### config.mk
export PLATFORM = sky130hd
export DESIGN_NAME = instruction_fetch
export DESIGN_NICKNAME = d
export VERILOG_FILES = /design/src/rtl/instruction_fetch.sv
export SDC_FILE = /design/constraint.sdc
export NUM_CORES = 1
export LEC_CHECK = 0
export ABC_AREA = 1
export CAP_MARGIN = 10
export CORE_MARGIN = 2
export CORE_UTILIZATION = 44
export CTS_CLUSTER_DIAMETER = 80
export DETAILED_ROUTE_END_ITERATION = 8
export GPL_TIMING_DRIVEN = 0
export PLACE_DENSITY = 0.82
export SLEW_MARGIN = 10
export SYNTH_ARGS = -nofsm -noshare
export SYNTH_HDL_FRONTEND = slang
export SYNTH_SLANG_ARGS = --single-unit
### constraint.sdc
create_clock -name clk -period 1.7 [get_ports clk]
set_input_delay 0.51 -clock clk [delete_from_list [all_inputs] [get_ports clk]]
set_output_delay 0.51 -clock clk [all_outputs]
set_load 0.01 [all_outputs]
### src/rtl/instruction_fetch.sv
// instruction_fetch
// -----------------------------------------------------------------------------
// Fetch stage ahead of instruction_decoder. Owns the 8-bit program counter,
// fetches one 16-bit word at a time from program ROM over a req/valid
// handshake, presents it to the decoder for exactly one EXEC cycle and applies
// the decoder's redirect at the end of that cycle. A response watchdog moves
// the block into a sticky FAULT state if the ROM never answers.
//
// Parameters:
//   RESET_PC           PC loaded on reset
//   TIMEOUT_CYCLES     max cycles spent in WAIT before FAULT (1..255)
//
// Ports:
//   clk                system clock
//   sync_rst           synchronous active-high reset (priority over clk_en)
//   clk_en             global stall; low holds all state and gates rom_req
//   halt               in FETCH, suppresses the request
//   rom_addr    [7:0]  fetch address (copy of the PC register)
//   rom_req            one-cycle fetch request (combinational from state)
//   rom_data   [15:0]  ROM read data, qualified by rom_valid
//   rom_valid          one-cycle ROM response strobe
//   instruction[15:0]  registered instruction for the decoder
//   instruction_valid  high exactly while in EXEC
//   pc_out      [7:0]  address of the current instruction
//   pc_overwrite_data  redirect target from the decoder
//   pc_overwrite_en    redirect request from the decoder (EXEC only)
//   fault              sticky ROM-timeout flag
// -----------------------------------------------------------------------------
module instruction_fetch #(
  parameter logic [7:0]  RESET_PC       = 8'h00,
  parameter int unsigned TIMEOUT_CYCLES = 15
) (
  input  logic        clk,
  input  logic        sync_rst,
  input  logic        clk_en,
  input  logic        halt,
  output logic [7:0]  rom_addr,
  output logic        rom_req,
  input  logic [15:0] rom_data,
  input  logic        rom_valid,
  output logic [15:0] instruction,
  output logic        instruction_valid,
  output logic [7:0]  pc_out,
  input  logic [7:0]  pc_overwrite_data,
  input  logic        pc_overwrite_en,
  output logic        fault
);

  localparam int unsigned PC_W    = 8;
  localparam int unsigned INSTR_W = 16;
  localparam int unsigned CNT_W   = 8;

  localparam logic [CNT_W-1:0] TIMEOUT_LIMIT = CNT_W'(TIMEOUT_CYCLES);

  typedef enum logic [1:0] {
    ST_FETCH = 2'd0,
    ST_WAIT  = 2'd1,
    ST_EXEC  = 2'd2,
    ST_FAULT = 2'd3
  } state_t;

  state_t             state;
  state_t             state_next;
  logic [PC_W-1:0]    pc;
  logic [PC_W-1:0]    pc_next;
  logic [CNT_W-1:0]   wait_cnt;
  logic [CNT_W-1:0]   wait_cnt_next;
  logic [INSTR_W-1:0] instr_next;
  logic               req_c;

  // Next-state, datapath and request decode
  always_comb begin
    state_next    = state;
    pc_next       = pc;
    wait_cnt_next = wait_cnt;
    instr_next    = instruction;
    req_c         = 1'b0;

    unique case (state)
      ST_FETCH: begin
        if (!halt) begin
          req_c         = 1'b1;
          state_next    = ST_WAIT;
          wait_cnt_next = '0;
        end
      end

      ST_WAIT: begin
        // A response on the last allowed cycle still beats the watchdog.
        if (rom_valid) begin
          instr_next = rom_data;
          state_next = ST_EXEC;
        end else begin
          wait_cnt_next = CNT_W'(wait_cnt + CNT_W'(1));
          if (wait_cnt_next == TIMEOUT_LIMIT) begin
            state_next = ST_FAULT;
          end
        end
      end

      ST_EXEC: begin
        // Plain increment wraps FF -> 00 through the 8-bit width.
        if (pc_overwrite_en) begin
          pc_next = pc_overwrite_data;
        end else begin
          pc_next = PC_W'(pc + PC_W'(1));
        end
        state_next = ST_FETCH;
      end

      ST_FAULT: begin
        state_next = ST_FAULT;
      end

      default: begin
        state_next = ST_FETCH;
      end
    endcase
  end

  // State and datapath registers; reset wins over the clock enable
  always_ff @(posedge clk) begin
    if (sync_rst) begin
      state             <= ST_FETCH;
      pc                <= RESET_PC;
      wait_cnt          <= '0;
      instruction       <= '0;
      instruction_valid <= 1'b0;
      fault             <= 1'b0;
    end else if (clk_en) begin
      state             <= state_next;
      pc                <= pc_next;
      wait_cnt          <= wait_cnt_next;
      instruction       <= instr_next;
      instruction_valid <= (state_next == ST_EXEC);
      fault             <= (state_next == ST_FAULT);
    end
  end

  // Request is suppressed while stalled and during the reset cycle itself
  assign rom_req  = req_c & clk_en & ~sync_rst;
  assign rom_addr = pc;
  assign pc_out   = pc;

endmodule

## Word-level counts from Yosys, hierarchy flattened

Index checks and enable logic that the tools add are counted.
W data, S select, Z words.

| cells by class | value |
|---|---|
| $add $sub $neg | 2 |
| equal/unequal tests | 8 |
| muxes and demuxes | 10 |
| bitwise gates (word level) | 3 |
| reductions and logical operators | 5 |

Operators with widths:

| operator | number |
|---|---|
| $mux W8 | 3 |
| $add A8 B1 Y8 const B | 2 |
| $pmux W8 S2 | 1 |
| $eq A2 B2 Y1 const B | 4 |
| $eq A8 B4 Y1 const B | 1 |
| $pmux W2 S4 | 1 |
| $mux W2 | 3 |
| $ne A2 B2 Y1 const B | 2 |
| $reduce_and A4 Y1 | 1 |
| $reduce_and A3 Y1 | 1 |
| $and A1 B1 Y1 | 2 |
| $eq A2 B1 Y1 const B | 1 |
| $logic_not A2 Y1 | 1 |
| $mux W1 | 2 |
| $reduce_and A2 Y1 | 1 |
| $reduce_bool A2 Y1 | 1 |
| $not A1 Y1 | 1 |

| word-level totals | value |
|---|---|
| bits in registers | 36 |
| input port bits | 30 |
| output and inout port bits | 35 |
| word-level logic and storage cells | 34 |

## Longest topological paths before layout

Gate-level depths: netlist of run 1.

| depth | value |
|---|---|
| depth after elaboration | 6 |
| depth in mapped cells | 10 |
| gate-level depth less buffers | 10 |

## Worst setup path before layout of run 1

No wires, ideal clock.

| timing | value |
|---|---|
| kind | input-to-output |
| start | in halt |
| end | out rom_req |
| arrival | 0.948 ns |
| data required time | 1.190 ns |
| path slack | 0.242 ns |
| stages on the path | 2 |
| buffers on the path | 0 |
| cells stage by stage | nand3b_1 -> nor3_1 |

| on the way | value |
|---|---|
| word-level cells in the longest chain between the ends | 4 |

RTL lines:

| what | RTL line | RTL |
|---|---|---|
| start, declared | 36 | `input logic halt,` |
| $mux W1 | 81 | `if (!halt) begin` |
| $mux W1 | 79 | `unique case (state)` |
| $and A1 B1 Y1 (2 in series) | 141 | `assign rom_req = req_c & clk_en & ~sync_rst;` |
| end, declared | 38 | `output logic rom_req,` |

Every way passes these cells.

## Worst setup path after layout of run 1

| timing | value |
|---|---|
| start | in clk_en |
| end | out rom_req |

| on the way | value |
|---|---|
| word-level cells in the longest chain between the ends | 2 |

RTL lines:

| what | RTL line | RTL |
|---|---|---|
| start, declared | 35 | `input logic clk_en,` |
| $and A1 B1 Y1 (2 in series) | 141 |  |

Every way passes these cells.

==> run metrics, run 1 <==
commonest non-fill, non-tap cell in the layout=nor2_1; Setup crit start=clk_en; Via-to-Cell Ratio=4.86; Reg-to-Reg Start=wait_cnt[1]; Synth Register Bits=36; Overall Global Routing Usage=19.2%; Worst setup EP type=primary output; PortBufs=63; Most used DFF post-synth=dfxtp_1; commonest cells after routing, fill and taps aside=nor2_1, nand2_1, clkdlybuf4s50_1, dfxtp_1, a21oi_1; Synth Area in Adders=2.11%; Rows=23; Rel. slew slack=69.1%; Place WS=-809 ps; status=finished clean; cell breakdown of the critical path=clkdlybuf4s15_2 > inv_4 > nor3_2 > buf_2; worst hold slack=455 ps; Crit path largest cell delay=230 ps; ys async rst share=0%; wire per inst=11.2 um; Post-synth EDFFs=0; hold crit path type=in -> reg; layout cells sized above 1=18.2%; number of I/O pins=65; Root Driver=clkbuf_8; final setup fails=0; critical path fanouts, max=7; Die X=67.6 um; Synth Area in Compound Gates=16.7%; skew final=9.41 ps; setup ws final=11.5 ps; total number of vias=1795; Worst-path clk slew=70 ps; Detailed Place HPWL=2980 um; Slew @ Worst Pin=462 ps; total grt overflow=0; initial DRC count=118; clk sinks=36; xor and xnor area share after synthesis=1.48%; Yosys warnings=0; mux contribution to synthesized area=0%; die height=67.6 um; DRT antenna net count=0; worst skew pair latency=290 ps; via count of the first global-routing pass=1579; worst reg-to-reg path cell count=10; Layout fillers=327; CTS Hold Bufs=0; largest family of logic cells by synthesized area=simple AND/OR/NAND/NOR gates; Yosys cell types=33; Final Hold Fails=0; Syn Std Cell Area=1780 um2; RSZ-0062 raised after global routing=true; CP max-delay cell=clkdlybuf4s15_2; H-tree Lvls=2; RR Endpoint=fault; Critical Path End=rom_req; dpl cells=358; DRT Pass-1 Iters=4; CP startpoint kind=input pin; Antenna diodes=0; number of max-cap violations=0; Synth Area per Inst=7.26 um2; Seq/Total Area, Yosys=40.5%; Post-Synth Simple-Gate Area=29.0%; largest net degree at the start of global routing=13; TritonCTS clock tree=built; first-pass GRT wire length=6730 um; overall power=1.70 mW; crit path DAT=1180 ps; CP required=1190 ps; clock tree buffer depth=2; critical path class=in -> out; utilization of the core after routing=66.8%; fmax=592 MHz; RePlAce Congestion=0.813; Post-Syn Nets=278; initial antenna violation count=0; die area=4570 um2; Non-Filler Instances=369; CTS Buf Count=5; Mapped Cells=245; core area=3940 um2; area growth from synthesis to layout=48.0%; final net count=351; P_leak=1.38 nW; pins over their slew limit=0; maximum vdd drop=0.501 mV; Routed WL=4120 um; Power Density=644 nW/um2; initial core utilization=45.1%; crit path time final=1690 ps; drt drc=0; R2R Setup Slk=200 ps; fin crit share=99.3%
## layer usage
metal	track usage [%]	vias to the layer above	share of wire, %
li1	-	941	-
met1	24.7	794	44
met2	30.4	55	48
met3	5.67	5	7.0
met4	6.89	0	0.99
met5	0	-	0
## Yosys cell counts (2+ instances only)
| cell type | instances | area, um2 |
|---|---|---|
| nand2_1 | 42 | 158 |
| nor2_1 | 43 | 161 |
| nand3_2 | 2 | 20.0 |
| inv_2 | 5 | 18.8 |
| o211ai_1 | 2 | 15.0 |
| a21oi_1 | 20 | 100 |
| clkbuf_1 | 4 | 15.0 |
| inv_1 | 13 | 48.8 |
| nand4_1 | 3 | 18.8 |
| nand2_2 | 3 | 18.8 |
| nor2_2 | 2 | 12.5 |
| xor2_1 | 2 | 17.5 |
| ha_1 | 3 | 37.5 |
| o21ai_1 | 4 | 20.0 |
| dfxtp_1 | 36 | 721 |
| o21ai_0 | 21 | 105 |
| buf_4 | 9 | 67.6 |
| nand3_1 | 13 | 65.1 |
| nor3_1 | 2 | 10.0 |
| a21oi_2 | 3 | 26.3 |
## power by group
group	leakage, nW	internal [mW]	switching [mW]
Clock	0.0479	0.285	0.306
Sequential	0.297	0.859	0.0146
Combinational	1.04	0.125	0.106
Total	1.38	1.27	0.426
## sequential cells by signal, indices dropped and copies added (netlist names)
name	count
pc_out	8
instruction	16
instruction_valid	1
state	2
wait_cnt	8
fault	1
## kinds of logic after synthesis
kind of cell | count (synthesis)
AO/OA/AOI/OAI | 54
XOR/XNOR | 3
adder cells (fa/ha/maj) | 3
buffers and inverters | 34
flip-flops | 36
AND/OR/NAND/NOR | 115
## through the flow
| step | area, um2 | TNS, ps |
|---|---|---|
| after floorplan | 1780 | 0 |
| final | 2630 | 0 |
| after global placement | 2470 | -6610 |
| after global routing | 2630 | -61.4 |
| after CTS | 2570 | -23.5 |
| after detailed placement | 2470 | -7620 |
## layout make-up
type	count	area, um2	share of cell area, %
sequential	36	743	28.2
buffer	15	111	4.23
clock buffer	5	68.8	2.61
inverter	19	73.8	2.80
tap	50	62.6	2.38
clock inverter	3	18.8	0.713
multi-input combinational	175	881	33.5
timing repair buffer	66	673	25.6
## worst min-delay path by stage
stage | startpoint | endpoint | slack, ps | cells after the start
after floorplan | wait_cnt[7] | wait_cnt[7] | 460 | 2
after global placement | instruction_valid | instruction_valid | 450 | 2
after detailed placement | instruction_valid | instruction_valid | 450 | 2
after CTS | sync_rst | wait_cnt[2] | 450 | 2
after global routing | sync_rst | wait_cnt[4] | 450 | 2
final | sync_rst | wait_cnt[2] | 450 | 2
## worst max-delay path, delay by kind of cell
family	cells	cell delay, ps
simple gates	1	200
buf+inv	3	460
## timing repair
| action | in CTS | in global routing |
|---|---|---|
| setup endpoints to repair | 28 | 30 |
| resized for setup | 38 | 25 |
| pin swaps | 2 | 2 |
| gates cloned | 0 | 0 |
| buffers inserted | 1 | 2 |
Power figures use the tool's default switching activity.
==> run 2, diff against run 1 <==
--- a/config.mk
+++ b/config.mk
@@ -6,6 +6,7 @@
 export NUM_CORES = 1
 export LEC_CHECK = 0
 export ABC_AREA = 1
+export ABC_CLOCK_PERIOD_IN_PS = 1700
 export CAP_MARGIN = 10
 export CORE_MARGIN = 2
 export CORE_UTILIZATION = 44
==> results of run 2 <==
The final DEF is identical to that of run 1; final timing and power are the same.
==> run 3, diff against run 2 <==
--- a/config.mk
+++ b/config.mk
@@ -7,7 +7,7 @@
 export LEC_CHECK = 0
 export ABC_AREA = 1
 export ABC_CLOCK_PERIOD_IN_PS = 1700
-export CAP_MARGIN = 10
+export CAP_MARGIN = 25
 export CORE_MARGIN = 2
 export CORE_UTILIZATION = 44
 export CTS_CLUSTER_DIAMETER = 80
@@ -18,3 +18,4 @@
 export SYNTH_ARGS = -nofsm -noshare
 export SYNTH_HDL_FRONTEND = slang
 export SYNTH_SLANG_ARGS = --single-unit
+export TNS_END_PERCENT = 5
==> run 3 against run 2 <==
Net effect:
- clock-buffer cell count did not move
- critical endpoint unchanged
- register-to-register slack barely moved
- critical path depth did not move
- power fell by 0.43%
==> run metrics, run 3 (synthesis results as in run 1) <==
status=finished clean; pins over their slew limit=0 (unchanged); H-tree Lvls=2 (unchanged); internal power=1.26 mW (-0.36%); wire per inst=11.1 um (-0.70%); PortBufs=63 (unchanged); Crit path largest cell delay=340 ps (+110 ps); post-CTS repair timing setup buffer count=0 (-1); RePlAce Congestion=0.813 (unchanged); first-pass GRT wire length=6710 um (-0.21%); core area=3940 um2 (unchanged); utilization of the core after routing=65.7% (-1.1 points); number of I/O pins=65 (unchanged); final net count=348 (-0.85%); Detailed Place HPWL=2980 um (unchanged); Antenna diodes=0 (unchanged); Place WS=-809 ps (unchanged); total grt overflow=0 (unchanged); CP max-delay cell=dfxtp_2; max reg flops=16 (unchanged); dpl cells=358 (unchanged); via count of the first global-routing pass=1564 (-0.95%); total number of vias=1780 (-0.84%); cell breakdown of the critical path=inv_2 > nand3b_1 > nor3_2 > buf_2; worst hold slack=455 ps (+0.566 ps); RSZ-0062 raised after global routing=true; largest net degree at the start of global routing=13 (unchanged); skew final=7.91 ps (-1.49 ps); fin crit share=98.7% (-0.61 points); initial DRC count=106 (-10%); Root Driver=clkbuf_8; die height=67.6 um (unchanged); worst skew pair latency=280 ps (about the same); Overall Global Routing Usage=19.2% (-0.035 points); Non-Filler Instances=366 (-0.81%); maximum vdd drop=0.498 mV (-0.43%); setup ws final=21.9 ps (+10.4 ps); clock share of power=34.9% (about the same); Final Hold Fails=0 (unchanged); DRT Pass-1 Iters=4 (unchanged); P_sw=0.424 mW (-0.63%); DRT antenna net count=0 (unchanged); fmax=596 MHz (+0.62%); Rows=23 (unchanged); drt drc=0 (unchanged); Reg power frac=51.8% (+0.3 points); crit path DAT=1170 ps (about the same); Net Sw Frac=25.1% (-0.051 points); Slew @ Worst Pin=467 ps (+4.67 ps); Die X=67.6 um (unchanged); area growth from synthesis to layout=45.6%; number of max-cap violations=0 (unchanged); die area=4570 um2 (unchanged); TritonCTS clock tree=built; Power Density=652 nW/um2 (+1.2%); layout cells sized above 1=19.3% (+1.1 points); Post-Route Setup TNS=0 ps (unchanged); CP startpoint kind=flip-flop; commonest non-fill, non-tap cell in the layout=nor2_1; CTS Buf Count=5 (unchanged); Combinational Power Share=13.3% (-0.3 points); Biggest register=instruction; Worst-path clk slew=80 ps (about the same); hold crit path type=in -> reg; clk sinks=36 (unchanged); CP required=1190 ps (about the same); final setup fails=0 (unchanged); crit path time final=1680 ps (-10.4 ps); commonest cells after routing, fill and taps aside=nor2_1, nand2_1, clkdlybuf4s50_1, dfxtp_1, o21ai_0; clock tree buffer depth=2 (unchanged); P_leak=1.33 nW (-3.6%); Worst setup EP type=primary output; Rel. slew slack=68.8% (-0.31 points); Routed WL=4060 um (-1.5%); Via-to-Cell Ratio=4.86 (about the same); critical path class=reg -> out; critical path fanouts, max=4 (-3); initial core utilization=45.1% (unchanged); initial antenna violation count=0 (unchanged)
## run 3: cell types whose count changed in the layout (fill, tap and decap cells not counted)
| cell | before | now |
|---|---|---|
| o21ai_0 | 19 | 21 |
| clkdlybuf4s15_2 | 1 | 0 |
| dlymetal6s2s_1 | 19 | 18 |
| clkbuf_2 | 2 | 3 |
| buf_2 | 2 | 1 |
| buf_4 | 12 | 16 |
| clkbuf_1 | 2 | 3 |
| o21ai_1 | 6 | 4 |
| dlygate4sd2_1 | 13 | 7 |
## run 3: cell type report
class,instances,area [um2]
flip-flops and latches,36,743
repair buffers,63,632
clock inverters,3,18.8
well taps,50,62.6
fillers,333,1350
multi-input cells,175,881
inverters,19,73.8
clock buffers,5,68.8
plain buffers,15,110
## run 3: final timing paths
path / slack, ps / from / cells past startpoint / to
worst min register to register: 460 / instruction_valid / 2 / instruction_valid
worst min-delay path: 460 / sync_rst / 2 / wait_cnt[2]
worst max register to register: 210 / wait_cnt[1] / 10 / fault
worst max-delay path: 20 / state[1] / 4 / rom_req
## run 3: critical path, delay by kind of cell, from the launching register on
family / cells / cell delay [ps]
buffers and inverters: 2 / 250
and+or+nand+nor: 2 / 300
DFF: 1 / 340
## run 3: timing repair
| action | in CTS | in global routing |
|---|---|---|
| hold buffers | 0 | 0 |
| endpoints found under the setup margin | 28 | 29 |
| cloned | 0 | 0 |
| pin swaps | 1 | 2 |
| gates resized for setup | 34 | 25 |
| hold endpoints to repair | 0 | 0 |
## run 3: stage by stage
step	cell area, um2	power (mW)
detailed placement	2470	1.13
global route	2590	1.77
finish	2590	1.69
global placement	2470	1.13
floorplan	1780	1.00
CTS	2550	1.71
## run 3: power groups by stage
stage                     registers, mW  clock network, mW  logic, mW
after floorplan                   0.905                  0     0.0956
after global placement            0.897                  0      0.230
after detailed placement          0.898                  0      0.232
after CTS                         0.873              0.608      0.230
after global routing              0.876              0.645      0.248
final                             0.874              0.590      0.224
## run 3: per-layer routing
layer / global-route usage, % / share of wire (%) / vias up
met2: 30.0 / 47 / 51
met1: 24.9 / 45 / 790
met5: 0 / 0 / -
met3: 5.67 / 6.6 / 5
met4: 6.89 / 1.0 / 0
li1: - / - / 934
